## src/rtl/lsu_pkg.sv

```systemverilog
// -----------------------------------------------------------------------------
// lsu_pkg
// Shared types and helpers for the load/store unit.
//   lsu_op_e     : LSU operation codes (loads 0..4, stores 5..7)
//   CMD_*        : memory size commands (word/half/byte)
//   lsu_state_e  : LSU control FSM states
//   op_is_load   : true for LW/LH/LHU/LB/LBU
//   op_cmd       : size command for an op
//   op_misaligned: true when the address low bits violate the access size
//   op_align     : address aligned down to the access size
// -----------------------------------------------------------------------------
package lsu_pkg;

    typedef enum logic [2:0] {
        LSU_LW  = 3'd0,
        LSU_LH  = 3'd1,
        LSU_LHU = 3'd2,
        LSU_LB  = 3'd3,
        LSU_LBU = 3'd4,
        LSU_SW  = 3'd5,
        LSU_SH  = 3'd6,
        LSU_SB  = 3'd7
    } lsu_op_e;

    localparam logic [1:0] CMD_WORD = 2'd0;
    localparam logic [1:0] CMD_HALF = 2'd1;
    localparam logic [1:0] CMD_BYTE = 2'd2;

    typedef enum logic [1:0] {
        ST_IDLE = 2'd0,
        ST_MEM  = 2'd1,
        ST_WAIT = 2'd2,
        ST_RESP = 2'd3
    } lsu_state_e;

    function automatic logic op_is_load(lsu_op_e op);
        return !(op inside {LSU_SW, LSU_SH, LSU_SB});
    endfunction

    function automatic logic [1:0] op_cmd(lsu_op_e op);
        case (op)
            LSU_LH, LSU_LHU, LSU_SH: return CMD_HALF;
            LSU_LB, LSU_LBU, LSU_SB: return CMD_BYTE;
            default:                 return CMD_WORD;
        endcase
    endfunction

    function automatic logic op_misaligned(lsu_op_e op, logic [1:0] lsb);
        case (op_cmd(op))
            CMD_WORD: return lsb != 2'b00;
            CMD_HALF: return lsb[0];
            default:  return 1'b0;
        endcase
    endfunction

    function automatic logic [31:0] op_align(lsu_op_e op, logic [31:0] addr);
        case (op_cmd(op))
            CMD_WORD: return {addr[31:2], 2'b00};
            CMD_HALF: return {addr[31:1], 1'b0};
            default:  return addr;
        endcase
    endfunction

endpackage

```

## src/rtl/lsu_if.sv

```systemverilog
// -----------------------------------------------------------------------------
// lsu_if
// Request/response channel between the MEM pipeline stage and the LSU.
//   req_valid/req_ready : request handshake
//   req_op/addr/wdata   : operation, byte address, right-justified store data
//   resp_valid/ready    : response handshake
//   resp_rdata/error    : extended load data, access-rejected flag
// Modports: master = pipeline side, slave = LSU side.
// -----------------------------------------------------------------------------
interface lsu_if;
    import lsu_pkg::*;

    logic        req_valid;
    logic        req_ready;
    lsu_op_e     req_op;
    logic [31:0] req_addr;
    logic [31:0] req_wdata;
    logic        resp_valid;
    logic        resp_ready;
    logic [31:0] resp_rdata;
    logic        resp_error;

    modport master (
        output req_valid, req_op, req_addr, req_wdata, resp_ready,
        input  req_ready, resp_valid, resp_rdata, resp_error
    );

    modport slave (
        input  req_valid, req_op, req_addr, req_wdata, resp_ready,
        output req_ready, resp_valid, resp_rdata, resp_error
    );

endinterface

```

## src/rtl/lsu_load_extend.sv

```systemverilog
// -----------------------------------------------------------------------------
// lsu_load_extend
// Combinational load-data extension. The memory returns half/byte slices
// right-justified, so only the upper bits need filling.
//   op_i   : load operation
//   raw_i  : raw memory read data
//   data_o : sign/zero-extended result
// -----------------------------------------------------------------------------
module lsu_load_extend
    import lsu_pkg::*;
(
    input  lsu_op_e     op_i,
    input  logic [31:0] raw_i,
    output logic [31:0] data_o
);

    always_comb begin
        case (op_i)
            LSU_LB:  data_o = {{24{raw_i[7]}}, raw_i[7:0]};
            LSU_LBU: data_o = {24'd0, raw_i[7:0]};
            LSU_LH:  data_o = {{16{raw_i[15]}}, raw_i[15:0]};
            LSU_LHU: data_o = {16'd0, raw_i[15:0]};
            default: data_o = raw_i;
        endcase
    end

endmodule

```

## src/rtl/load_store_unit.sv

```systemverilog
// -----------------------------------------------------------------------------
// load_store_unit
// Initiator side of the data-memory port. Accepts one load/store at a time,
// checks legality, drives the memory for one cycle, captures and extends the
// registered read data, and returns a response.
//   clk_i, rst_i          : clock, synchronous active-high reset
//   req_if (slave)        : request/response channel from the MEM stage
//   mem_r_en_o/mem_w_en_o : memory enables (high only in ST_MEM)
//   mem_address_o         : latched byte address
//   mem_w_data_o          : latched store data (unmodified)
//   mem_read_command_o    : size command for reads
//   mem_write_command_o   : size command for writes
//   mem_r_data_i          : memory read data, valid in ST_WAIT
// Build option: LSU_MISALIGN_TRAP_EN defined -> misaligned accesses are
// rejected with resp_error; undefined -> address is aligned down and the
// access proceeds. Out-of-range rejection is present in both builds.
// -----------------------------------------------------------------------------
module load_store_unit
    import lsu_pkg::*;
#(
    parameter int unsigned MEM_WORDS = 1024
) (
    input  logic        clk_i,
    input  logic        rst_i,
    lsu_if.slave        req_if,
    output logic        mem_r_en_o,
    output logic        mem_w_en_o,
    output logic [31:0] mem_address_o,
    output logic [31:0] mem_w_data_o,
    output logic [1:0]  mem_read_command_o,
    output logic [1:0]  mem_write_command_o,
    input  logic [31:0] mem_r_data_i
);

    // 33 bits so the byte limit cannot wrap for very large memories.
    localparam logic [32:0] MEM_BYTES = 33'(MEM_WORDS) << 2;

    lsu_state_e  state_q, state_d;
    lsu_op_e     op_q, op_d;
    logic [31:0] addr_q, addr_d;
    logic [31:0] wdata_q, wdata_d;
    logic [31:0] rdata_q, rdata_d;
    logic        error_q, error_d;

    logic        req_ready;
    logic        resp_valid;
    logic        r_en;
    logic        w_en;
    logic        out_of_range;
    logic        illegal;
    logic [31:0] ext_data;

    lsu_load_extend u_extend (
        .op_i   (op_q),
        .raw_i  (mem_r_data_i),
        .data_o (ext_data)
    );

    assign out_of_range = {1'b0, req_if.req_addr} >= MEM_BYTES;

    always_comb begin
        // NOTE: every signal gets a default before the case so no path leaves
        // it unassigned; otherwise synthesis infers a latch.
        state_d    = state_q;
        op_d       = op_q;
        addr_d     = addr_q;
        wdata_d    = wdata_q;
        rdata_d    = rdata_q;
        error_d    = error_q;
        req_ready  = 1'b0;
        resp_valid = 1'b0;
        r_en       = 1'b0;
        w_en       = 1'b0;
        illegal    = 1'b0;

        case (state_q)
            ST_IDLE: begin
                req_ready = 1'b1;
                if (req_if.req_valid) begin
                    op_d    = req_if.req_op;
                    wdata_d = req_if.req_wdata;
                    rdata_d = '0;
`ifdef LSU_MISALIGN_TRAP_EN
                    addr_d  = req_if.req_addr;
                    illegal = out_of_range ||
                              op_misaligned(req_if.req_op, req_if.req_addr[1:0]);
`else
                    // Aligning down never changes the range result because
                    // the limit is word aligned.
                    addr_d  = op_align(req_if.req_op, req_if.req_addr);
                    illegal = out_of_range;
`endif
                    error_d = illegal;
                    state_d = illegal ? ST_RESP : ST_MEM;
                end
            end

            ST_MEM: begin
                if (op_is_load(op_q)) begin
                    r_en    = 1'b1;
                    state_d = ST_WAIT;
                end else begin
                    w_en    = 1'b1;
                    state_d = ST_RESP;
                end
            end

            ST_WAIT: begin
                // Memory registered the read at the end of ST_MEM.
                rdata_d = ext_data;
                state_d = ST_RESP;
            end

            ST_RESP: begin
                resp_valid = 1'b1;
                if (req_if.resp_ready) begin
                    state_d = ST_IDLE;
                end
            end

            default: state_d = ST_IDLE;
        endcase
    end

    // NOTE: state registers use non-blocking assignments so every flop samples
    // the pre-edge values regardless of statement order.
    always_ff @(posedge clk_i) begin
        if (rst_i) begin
            state_q <= ST_IDLE;
            op_q    <= LSU_LW;
            addr_q  <= '0;
            wdata_q <= '0;
            rdata_q <= '0;
            error_q <= 1'b0;
        end else begin
            state_q <= state_d;
            op_q    <= op_d;
            addr_q  <= addr_d;
            wdata_q <= wdata_d;
            rdata_q <= rdata_d;
            error_q <= error_d;
        end
    end

    assign req_if.req_ready  = req_ready;
    assign req_if.resp_valid = resp_valid;
    assign req_if.resp_rdata = rdata_q;
    assign req_if.resp_error = error_q;

    assign mem_r_en_o          = r_en;
    assign mem_w_en_o          = w_en;
    assign mem_address_o       = addr_q;
    assign mem_w_data_o        = wdata_q;
    assign mem_read_command_o  = op_cmd(op_q);
    assign mem_write_command_o = op_cmd(op_q);

endmodule

```

## src/flat_wrapper.sv

```systemverilog
// flat-port wrapper written by rule: the top's interface ports become plain ports
module load_store_unit_flat import lsu_pkg::*;
#(
    parameter int unsigned MEM_WORDS = 1024
)
  (clk_i, rst_i, mem_r_en_o, mem_w_en_o, mem_address_o, mem_w_data_o, mem_read_command_o, mem_write_command_o, mem_r_data_i, req_if_req_valid, req_if_req_op, req_if_req_addr, req_if_req_wdata, req_if_resp_ready, req_if_req_ready, req_if_resp_valid, req_if_resp_rdata, req_if_resp_error);
  lsu_if req_if_i ();
  input  logic clk_i;
  input  logic rst_i;
  output logic mem_r_en_o;
  output logic mem_w_en_o;
  output logic [31:0] mem_address_o;
  output logic [31:0] mem_w_data_o;
  output logic [1:0] mem_read_command_o;
  output logic [1:0] mem_write_command_o;
  input  logic [31:0] mem_r_data_i;
  input wire logic [$bits(req_if_i.req_valid)-1:0] req_if_req_valid;
  input wire logic [$bits(req_if_i.req_op)-1:0] req_if_req_op;
  input wire logic [$bits(req_if_i.req_addr)-1:0] req_if_req_addr;
  input wire logic [$bits(req_if_i.req_wdata)-1:0] req_if_req_wdata;
  input wire logic [$bits(req_if_i.resp_ready)-1:0] req_if_resp_ready;
  output wire logic [$bits(req_if_i.req_ready)-1:0] req_if_req_ready;
  output wire logic [$bits(req_if_i.resp_valid)-1:0] req_if_resp_valid;
  output wire logic [$bits(req_if_i.resp_rdata)-1:0] req_if_resp_rdata;
  output wire logic [$bits(req_if_i.resp_error)-1:0] req_if_resp_error;
  assign req_if_i.req_valid = req_if_req_valid;
  assign req_if_i.req_op = req_if_req_op;
  assign req_if_i.req_addr = req_if_req_addr;
  assign req_if_i.req_wdata = req_if_req_wdata;
  assign req_if_i.resp_ready = req_if_resp_ready;
  assign req_if_req_ready = req_if_i.req_ready;
  assign req_if_resp_valid = req_if_i.resp_valid;
  assign req_if_resp_rdata = req_if_i.resp_rdata;
  assign req_if_resp_error = req_if_i.resp_error;
  load_store_unit #(.MEM_WORDS(MEM_WORDS)) u_core (.clk_i(clk_i), .rst_i(rst_i), .req_if(req_if_i), .mem_r_en_o(mem_r_en_o), .mem_w_en_o(mem_w_en_o), .mem_address_o(mem_address_o), .mem_w_data_o(mem_w_data_o), .mem_read_command_o(mem_read_command_o), .mem_write_command_o(mem_write_command_o), .mem_r_data_i(mem_r_data_i));
endmodule
```

## config.mk

```make
export PLATFORM = sky130hd
export DESIGN_NAME = load_store_unit_flat
export DESIGN_NICKNAME = d
export VERILOG_FILES = /design/src/rtl/lsu_pkg.sv /design/src/rtl/lsu_if.sv /design/src/rtl/lsu_load_extend.sv /design/src/rtl/load_store_unit.sv /design/src/flat_wrapper.sv
export SDC_FILE = /design/constraint.sdc
export NUM_CORES = 1
export LEC_CHECK = 0
export BUFFER_PORTS_ARGS = -buffer_cell sky130_fd_sc_hd__buf_2
export CAP_MARGIN = 20
export CORE_AREA = 2 2 91 93
export CTS_BUF_LIST = sky130_fd_sc_hd__clkbuf_8
export CTS_CLUSTER_SIZE = 40
export DETAILED_ROUTE_END_ITERATION = 10
export DIE_AREA = 0 0 93 95
export MAX_ROUTING_LAYER = met4
export PLACE_DENSITY = 0.89
export SYNTH_ARGS = -nofsm -noshare
export SYNTH_HDL_FRONTEND = slang
export SYNTH_SLANG_ARGS = --single-unit
```

## constraint.sdc

```tcl
create_clock -name clk_i -period 3.3 [get_ports clk_i]
set_clock_uncertainty 0.1 [all_clocks]
set_input_delay 0.33 -clock clk_i [delete_from_list [all_inputs] [get_ports clk_i]]
set_output_delay 0.33 -clock clk_i [all_outputs]
set_load 0.05 [all_outputs]
```

==> results of run 1 <==
-- area by class of cell --
cell class | count | share of cell area
clock inverter | 6 | 0.00646
inverter | 4 | 0.00298
sequential | 102 | 0.405
tap | 105 | 0.0261
multi-input combinational | 324 | 0.322
clock buffer | 9 | 0.0246
timing repair buffer | 212 | 0.213
-- sequential cells by signal (all words and copies together) (netlist names) --
signal                    flops
u_core.req_if.resp_error      1
u_core.state_q                2
u_core.op_q                   3
u_core.mem_w_data_o          32
u_core.req_if.resp_rdata     32
u_core.mem_address_o         32
-- stage by stage --
step           utilization  hold slack [ns]  cell area (µm²)
3_5_place_dp         0.615            0.341             4870
3_3_place_gp         0.615            0.338             4870
6_report             0.636            0.112             5040
5_1_grt              0.636           0.0991             5040
2_1_floorplan            -            0.366             3860
4_1_cts              0.635           0.0941             5030
-- kinds of logic (layout without fill, tap and decap cells) --
group / after synthesis / in the layout / synth area share
compound gates: 112 / 112 / 0.177
xor+xnor: 2 / 2 / 0.00454
fa+ha+maj: 4 / 4 / 0.0130
buf+inv: 39 / 231 / 0.0519
flops: 102 / 102 / 0.529
mux: 1 / 1 / 0.00259
simple gates: 205 / 205 / 0.222
-- critical path, delay by kind of cell (launching register included) --
family	cells	cell delay (ns)
AO/OA/AOI/OAI	2	0.53
flip-flops	1	0.42
adder cells (fa/ha/maj)	1	0.30
buffers and inverters	1	0.09
AND/OR/NAND/NOR	2	0.73
-- metal layers --
| layer | track usage | up-vias | wire length [µm] |
|---|---|---|---|
| met4 | 0.0551 | 0 | 104 |
| li1 | - | 1918 | - |
| met3 | 0.0567 | 8 | 765 |
| met5 | - | - | 0 |
| met1 | 0.281 | 1748 | 4210 |
| met2 | 0.381 | 153 | 5080 |
-- worst paths after layout --
check	start	endpoint	cells past startpoint	slack (ns)
setup reg to reg	u_core.state_q[0]$_SDFFE_PP0P_	u_core.req_if.resp_rdata[27]$_SDFFE_PP0P_	6	1.03
hold / removal	req_if_req_wdata[27]	u_core.mem_w_data_o[27]$_SDFFE_PP0P_	3	0.11
hold reg to reg	u_core.mem_w_data_o[5]$_SDFFE_PP0P_	u_core.mem_w_data_o[5]$_SDFFE_PP0P_	2	0.35
setup / recovery	u_core.state_q[0]$_SDFFE_PP0P_	u_core.req_if.resp_rdata[27]$_SDFFE_PP0P_	6	1.03
-- cell usage in the layout, fill, tap and decap left out, types with 2 or more instances in the layout --
cell,count
buf_2,207
nand2_1,150
dfxtp_1,102
a21oi_1,69
nor2_1,29
o2bb2ai_1,16
clkbuf_8,9
a31oi_1,8
a22oi_1,8
inv_1,6
nand3_1,6
nor4_1,5
buf_4,5
o21ai_0,4
ha_1,4
nand2b_1,2
nor2b_1,2
clkinvlp_4,2
clkinv_2,2
-- power by group through the flow --
stage / Clock, W / Sequential, W / Combinational (W)
2_1_floorplan: 0 / 0.00233 / 0.000848
3_3_place_gp: 0 / 0.00161 / 0.00192
3_5_place_dp: 0 / 0.00162 / 0.00198
4_1_cts: 0.000672 / 0.00159 / 0.00198
5_1_grt: 0.000729 / 0.00162 / 0.00212
6_report: 0.000655 / 0.00159 / 0.00197
==> summary.md, run 1 <==
| Metric | Value |
|---|---|
| Sequential area share after synthesis | `0.529` |
| Yosys top cell by area | `dfxtp_1` |
| Asr flop ratio synth | `0` |
| Final hold violation count | `0` |
| Postcts setup bufs | `0` |
| Top post-synthesis cells by area | `dfxtp_1 53%, nand2_1 15%, a21oi_1 8.9%` |
| DPL Wire Length | `7.70 mm` |
| Top post-synthesis cells by count | `151 x nand2_1, 102 x dfxtp_1, 69 x a21oi_1, 29 x nor2_1, 16 x o2bb2ai_1` |
| Initial antenna violation count | `0` |
| Final nets | `760` |
| Pleak | `2.39 nW` |
| Post-synth top flop | `dfxtp_1` |
| Routed WL per cell | `13.3 µm` |
| Fmax | `441 MHz` |
| Most frequent cell after synthesis | `nand2_1` |
| Grt ovf | `0` |
| CP max FO | `17` |
| Row count | `33` |
| Internal Power | `0.00221 W` |
| Starting Density | `0.487` |
| Synth top area share | `0.529` |
| Crit Path Class | `reg2reg` |
| Critical path's slowest cell | `and2b_1` |
| Multi-input logic area | `1620 µm²` |
| Clock latency on the worst-skew pair | `0.34 ns` |
| CTS tree | `done` |
| Status | `completed` |
| Sw Share | `0.477` |
| Fill count | `689` |
| Number of global-route vias before repair | `3411` |
| Critical Path RT | `3.46 ns` |
| Input/output buffers | `207` |
| Resize count post-CTS | `0` |
| Die Width | `93 µm` |
| Final Max Tran Viols | `0` |
| Reg power frac | `0.377` |
| Slew @ Worst Pin | `0.662 ns` |
| Hold Path Class | `in2reg` |
| Hold-fix buffers, CTS | `0` |
| Placement Setup Slack | `1.03 ns` |
| Area growth from synthesis to final layout | `30.6%` |
| Synth unique cells | `38` |
| Synthesized instance count | `465` |
| Comb pwr share | `0.467` |
| Slew margin rel. | `0.559` |
| Setup ws final | `1.03 ns` |
| Design Power | `0.00422 W` |
| Final wirelength | `10.2 mm` |
| Setup violators final | `0` |
| Placed Cells | `746` |
| Num CTS Buffers | `9` |
| Gr usage total | `0.229` |
| Maximum VDD drop | `0.416 mV` |
| Sw Pwr | `0.00201 W` |
| First-pass GRT wire length | `15.8 mm` |
| Clock Root Buffer | `clkbuf_8` |
| Longest Clk Path Bufs | `2` |
| Placeable Area | `7930 µm²` |
| Setup TNS | `0 ns` |
| Final Instance Count excl. Fillers | `762` |
| CTS clk-pin slew, worst paths | `0.10 ns` |
| DRC Markers | `0` |
| Max cap viols | `0` |
| Mean area per synthesized cell | `8.30 µm²` |
| CTS Sinks | `102` |
| Synthesized area | `3860 µm²` |
| Post-synth EDFFs | `0` |
| DRT iter0 DRCs | `150` |
| Minimum clock period | `2.27 ns` |
| Fin crit share | `0.687` |
| Largest stage delay, worst path | `0.50 ns` |
| Pwr Density | `837 nW/µm²` |
| Post-Syn Nets | `572` |
| Die Area | `8840 µm²` |
| Reg area | `2040 µm²` |
| H-tree levels | `3` |
| DIE HEIGHT | `95 µm` |
| DR vias | `3827` |
| Routability Congestion | `0.808` |
| Worst setup EP type | `flip-flop` |
| WP data arrival | `2.43 ns` |
| Critical Path Start Type | `flip-flop` |
| Diodes inserted | `0` |
| CP cell instances | `inv_1 -> ha_1 -> and2_2 -> a21oi_4 -> and2b_1 -> o2bb2ai_1` |
| Largest net degree at the start of global routing | `70` |
| Clock share of power | `0.155` |
| Share of cells above drive strength 1 | `0.356` |
| Vias per cell | `5.02` |
| Antenna viol nets, final | `0` |
| Drt first pass iters | `4` |
| IO Count | `208` |
| Unrepaired setup endpoints after global routing | `no` |
| Synth Warn # | `0` |
| Yosys reg bits | `102` |
No activity file was read; power rests on OpenSTA's default activity.
==> run 2: changes to the inputs <==
--- a/config.mk
+++ b/config.mk
@@ -7,13 +7,13 @@
 export LEC_CHECK = 0
 export BUFFER_PORTS_ARGS = -buffer_cell sky130_fd_sc_hd__buf_2
 export CAP_MARGIN = 20
-export CORE_AREA = 2 2 91 93
+export CORE_AREA = 2 2 95 97
 export CTS_BUF_LIST = sky130_fd_sc_hd__clkbuf_8
 export CTS_CLUSTER_SIZE = 40
 export DETAILED_ROUTE_END_ITERATION = 10
-export DIE_AREA = 0 0 93 95
+export DIE_AREA = 0 0 97 99
 export MAX_ROUTING_LAYER = met4
-export PLACE_DENSITY = 0.89
+export PLACE_DENSITY = 0.83
 export SYNTH_ARGS = -nofsm -noshare
 export SYNTH_HDL_FRONTEND = slang
 export SYNTH_SLANG_ARGS = --single-unit
==> constraint.sdc (replaced) <==
create_clock -name clk_i -period 2.1 [get_ports clk_i]
set_clock_uncertainty 0.1 [all_clocks]
set_input_delay 0.21 -clock clk_i [delete_from_list [all_inputs] [get_ports clk_i]]
set_output_delay 0.21 -clock clk_i [all_outputs]
set_load 0.05 [all_outputs]
==> summary.md, run 2 (synthesis results as in run 1) <==
| Metric | Value |
|---|---|
| Clock Root Buffer | `clkbuf_8` |
| Reg2Reg Depth | `6 (unchanged)` |
| Number of global-route vias before repair | `4287 (+26%)` |
| WP buf/inv | `1 (unchanged)` |
| Input/output buffers | `207 (unchanged)` |
| WP depth | `3 (-3)` |
| Fmax | `529 MHz` |
| DR vias | `4299 (+12%)` |
| Final nets | `843 (+11%)` |
| Row count | `34 (+3.0%)` |
| CTS tree | `done` |
| Final Max Tran Viols | `0 (unchanged)` |
| Worst setup EP type | `output port` |
| Unrepaired setup endpoints after global routing | `no` |
| Final wirelength | `12.8 mm (+26%)` |
| Pwr Density | `1210 nW/µm² (+44%)` |
| DRC Markers | `0 (unchanged)` |
| Setup TNS | `0 ns (unchanged)` |
| Most frequent cells in the layout | `207 x buf_2, 150 x nand2_1, 102 x dfxtp_1` |
| Maximum VDD drop | `0.598 mV (+44%)` |
| First-pass GRT wire length | `20.1 mm (+28%)` |
| CP max FO | `7 (-10)` |
| CTS Sinks | `102 (unchanged)` |
| Crit Path Class | `reg2out` |
| DIE HEIGHT | `99 µm (+4.2%)` |
| Slew @ Worst Pin | `0.679 ns (+0.0171 ns)` |
| Critical path's slowest cell | `dfxtp_1` |
| CTS clk-pin slew, worst paths | `0.10 ns (about the same)` |
| Max cap viols | `0 (unchanged)` |
| Pleak | `2.77 nW (+16%)` |
| Postcts setup bufs | `0 (unchanged)` |
| Num CTS Buffers | `9 (unchanged)` |
| Hold Path Class | `in2reg` |
| FF-to-FF setup slack | `0.21 ns (-0.83 ns)` |
| Commonest non-fill, non-tap cell in the layout | `buf_2` |
| Initial antenna violation count | `0 (unchanged)` |
| Final Core Density | `0.695 (+0.0595)` |
| Routability Congestion | `0.870 (+7.7%)` |
| Critical Path RT | `1.79 ns (-1.67 ns)` |
| Fin crit share | `0.901` |
| Area growth from synthesis to final layout | `54.0%` |
| Clock latency on the worst-skew pair | `0.35 ns (about the same)` |
| Diodes inserted | `0 (unchanged)` |
| Critical Path Start | `u_core.op_q[2]$_SDFFE_PP0P_` |
| Drt first pass iters | `5 (+1)` |
| DRT iter0 DRCs | `166 (+11%)` |
| H-tree levels | `3 (unchanged)` |
| Die Width | `97 µm (+4.3%)` |
| Setup violators final | `0 (unchanged)` |
| Minimum clock period | `1.89 ns` |
| Starting Density | `0.451 (-0.0355)` |
| Final hold violation count | `0 (unchanged)` |
| Status | `completed` |
| Share of cells above drive strength 1 | `0.323 (-0.0332)` |
| Antenna viol nets, final | `0 (unchanged)` |
| Longest Clk Path Bufs | `2 (unchanged)` |
| Gr usage total | `0.264 (+0.0353)` |
| Critical Path Start Type | `flip-flop` |
| Cell family with most CP delay | `flip-flops` |
| Placeable Area | `8550 µm² (+7.9%)` |
| Grt ovf | `0 (unchanged)` |
| Die Area | `9600 µm² (+8.7%)` |
| CP Capture Point | `mem_read_command_o[1]` |
| Final Instance Count excl. Fillers | `848 (+11%)` |
| Largest stage delay, worst path | `0.46 ns (-0.04 ns)` |
| Placed Cells | `754 (+1.1%)` |
| Fill count | `640 (-7.1%)` |
| Slew margin rel. | `0.546 (-0.0127)` |
| Routed WL per cell | `15.1 µm (+13%)` |
| Largest net degree at the start of global routing | `70 (unchanged)` |
| CP cell instances | `nor3b_2 -> a21o_1 -> buf_2` |
| Capture point of the worst reg-to-reg path | `u_core.req_if.resp_rdata[25]$_SDFFE_PP0P_` |
| IO Count | `208 (unchanged)` |
| Worst r2r src | `u_core.state_q[1]$_SDFFE_PP0P_` |
| WP data arrival | `1.58 ns (-0.85 ns)` |
| DPL Wire Length | `7.72 mm (+0.24%)` |
| Vias per cell | `5.07 (+0.94%)` |
-- run 2: repair_timing --
item / 4_1_cts / 5_1_grt
endpoints found under the setup margin: 0 / 0
hold buffers: 78 / 1
gates resized for setup: 0 / 0
endpoints found under the hold margin: 78 / 1
-- run 2: report_power, final --
group | total, W | switching, W | internal, W | leakage, nW
sequential | 0.00250 | 0.000209 | 0.00229 | 0.833
clock | 0.00133 | 0.000669 | 0.000666 | 0.103
combinational | 0.00334 | 0.00242 | 0.000924 | 1.83
total | 0.00718 | 0.00330 | 0.00388 | 2.77
-- run 2: worst register-to-register path, cell delays in order (launching register included) --
cell and delay (ns):
dfxtp_1 0.41, inv_1 0.11, ha_1 0.22, and2_2 0.21, a21oi_4 0.12, and2b_1 0.48
o2bb2ai_1 0.18
-- run 2: worst min path at each step --
| stage | start | end | slack [ns] | cells after the start |
|---|---|---|---|---|
| after CTS | mem_r_data_i[25] | u_core.req_if.resp_rdata[25]$_SDFFE_PP0P_ | 0.00006 | 3 |
| after floorplan | req_if_req_op[0] | u_core.op_q[0]$_SDFFE_PP0P_ | 0.25 | 2 |
| after global routing | req_if_req_addr[31] | u_core.mem_address_o[31]$_SDFFE_PP0P_ | 0.008 | 3 |
| after detailed placement | u_core.req_if.resp_rdata[22]$_SDFFE_PP0P_ | u_core.req_if.resp_rdata[22]$_SDFFE_PP0P_ | 0.34 | 1 |
| final | mem_r_data_i[18] | u_core.req_if.resp_rdata[18]$_SDFFE_PP0P_ | 0.02 | 3 |
| after global placement | u_core.mem_w_data_o[15]$_SDFFE_PP0P_ | u_core.mem_w_data_o[15]$_SDFFE_PP0P_ | 0.34 | 2 |
-- run 2: metal layers --
metal / vias to the layer above / wire length [µm] / GRT usage
li1: 2083 / - / -
met2: 215 / 6440 / 0.459
met1: 1964 / 5070 / 0.295
met5: - / 0 / -
met3: 37 / 872 / 0.0610
met4: 0 / 397 / 0.103
-- run 2: area by class of cell --
type / instances / area, µm² / share of cell area
inverter: 4 / 15.0 / 0.00253
clock inverter: 6 / 87.6 / 0.0147
multi-input combinational: 324 / 1620 / 0.273
tap: 108 / 135 / 0.0227
sequential: 102 / 2040 / 0.344
timing repair buffer: 295 / 1920 / 0.323
clock buffer: 9 / 124 / 0.0208
-- run 2: through the flow --
step	worst slack, ns	power, W	area [µm²]	hold slack, ns
2_1_floorplan	0.0121	0.00499	3860	0.246
3_3_place_gp	0.330	0.00566	4940	0.339
3_5_place_dp	0.222	0.00573	4940	0.341
4_1_cts	0.183	0.00717	5930	0.0000626
5_1_grt	0.0810	0.00756	5940	0.00763
6_report	0.209	0.00718	5940	0.0162
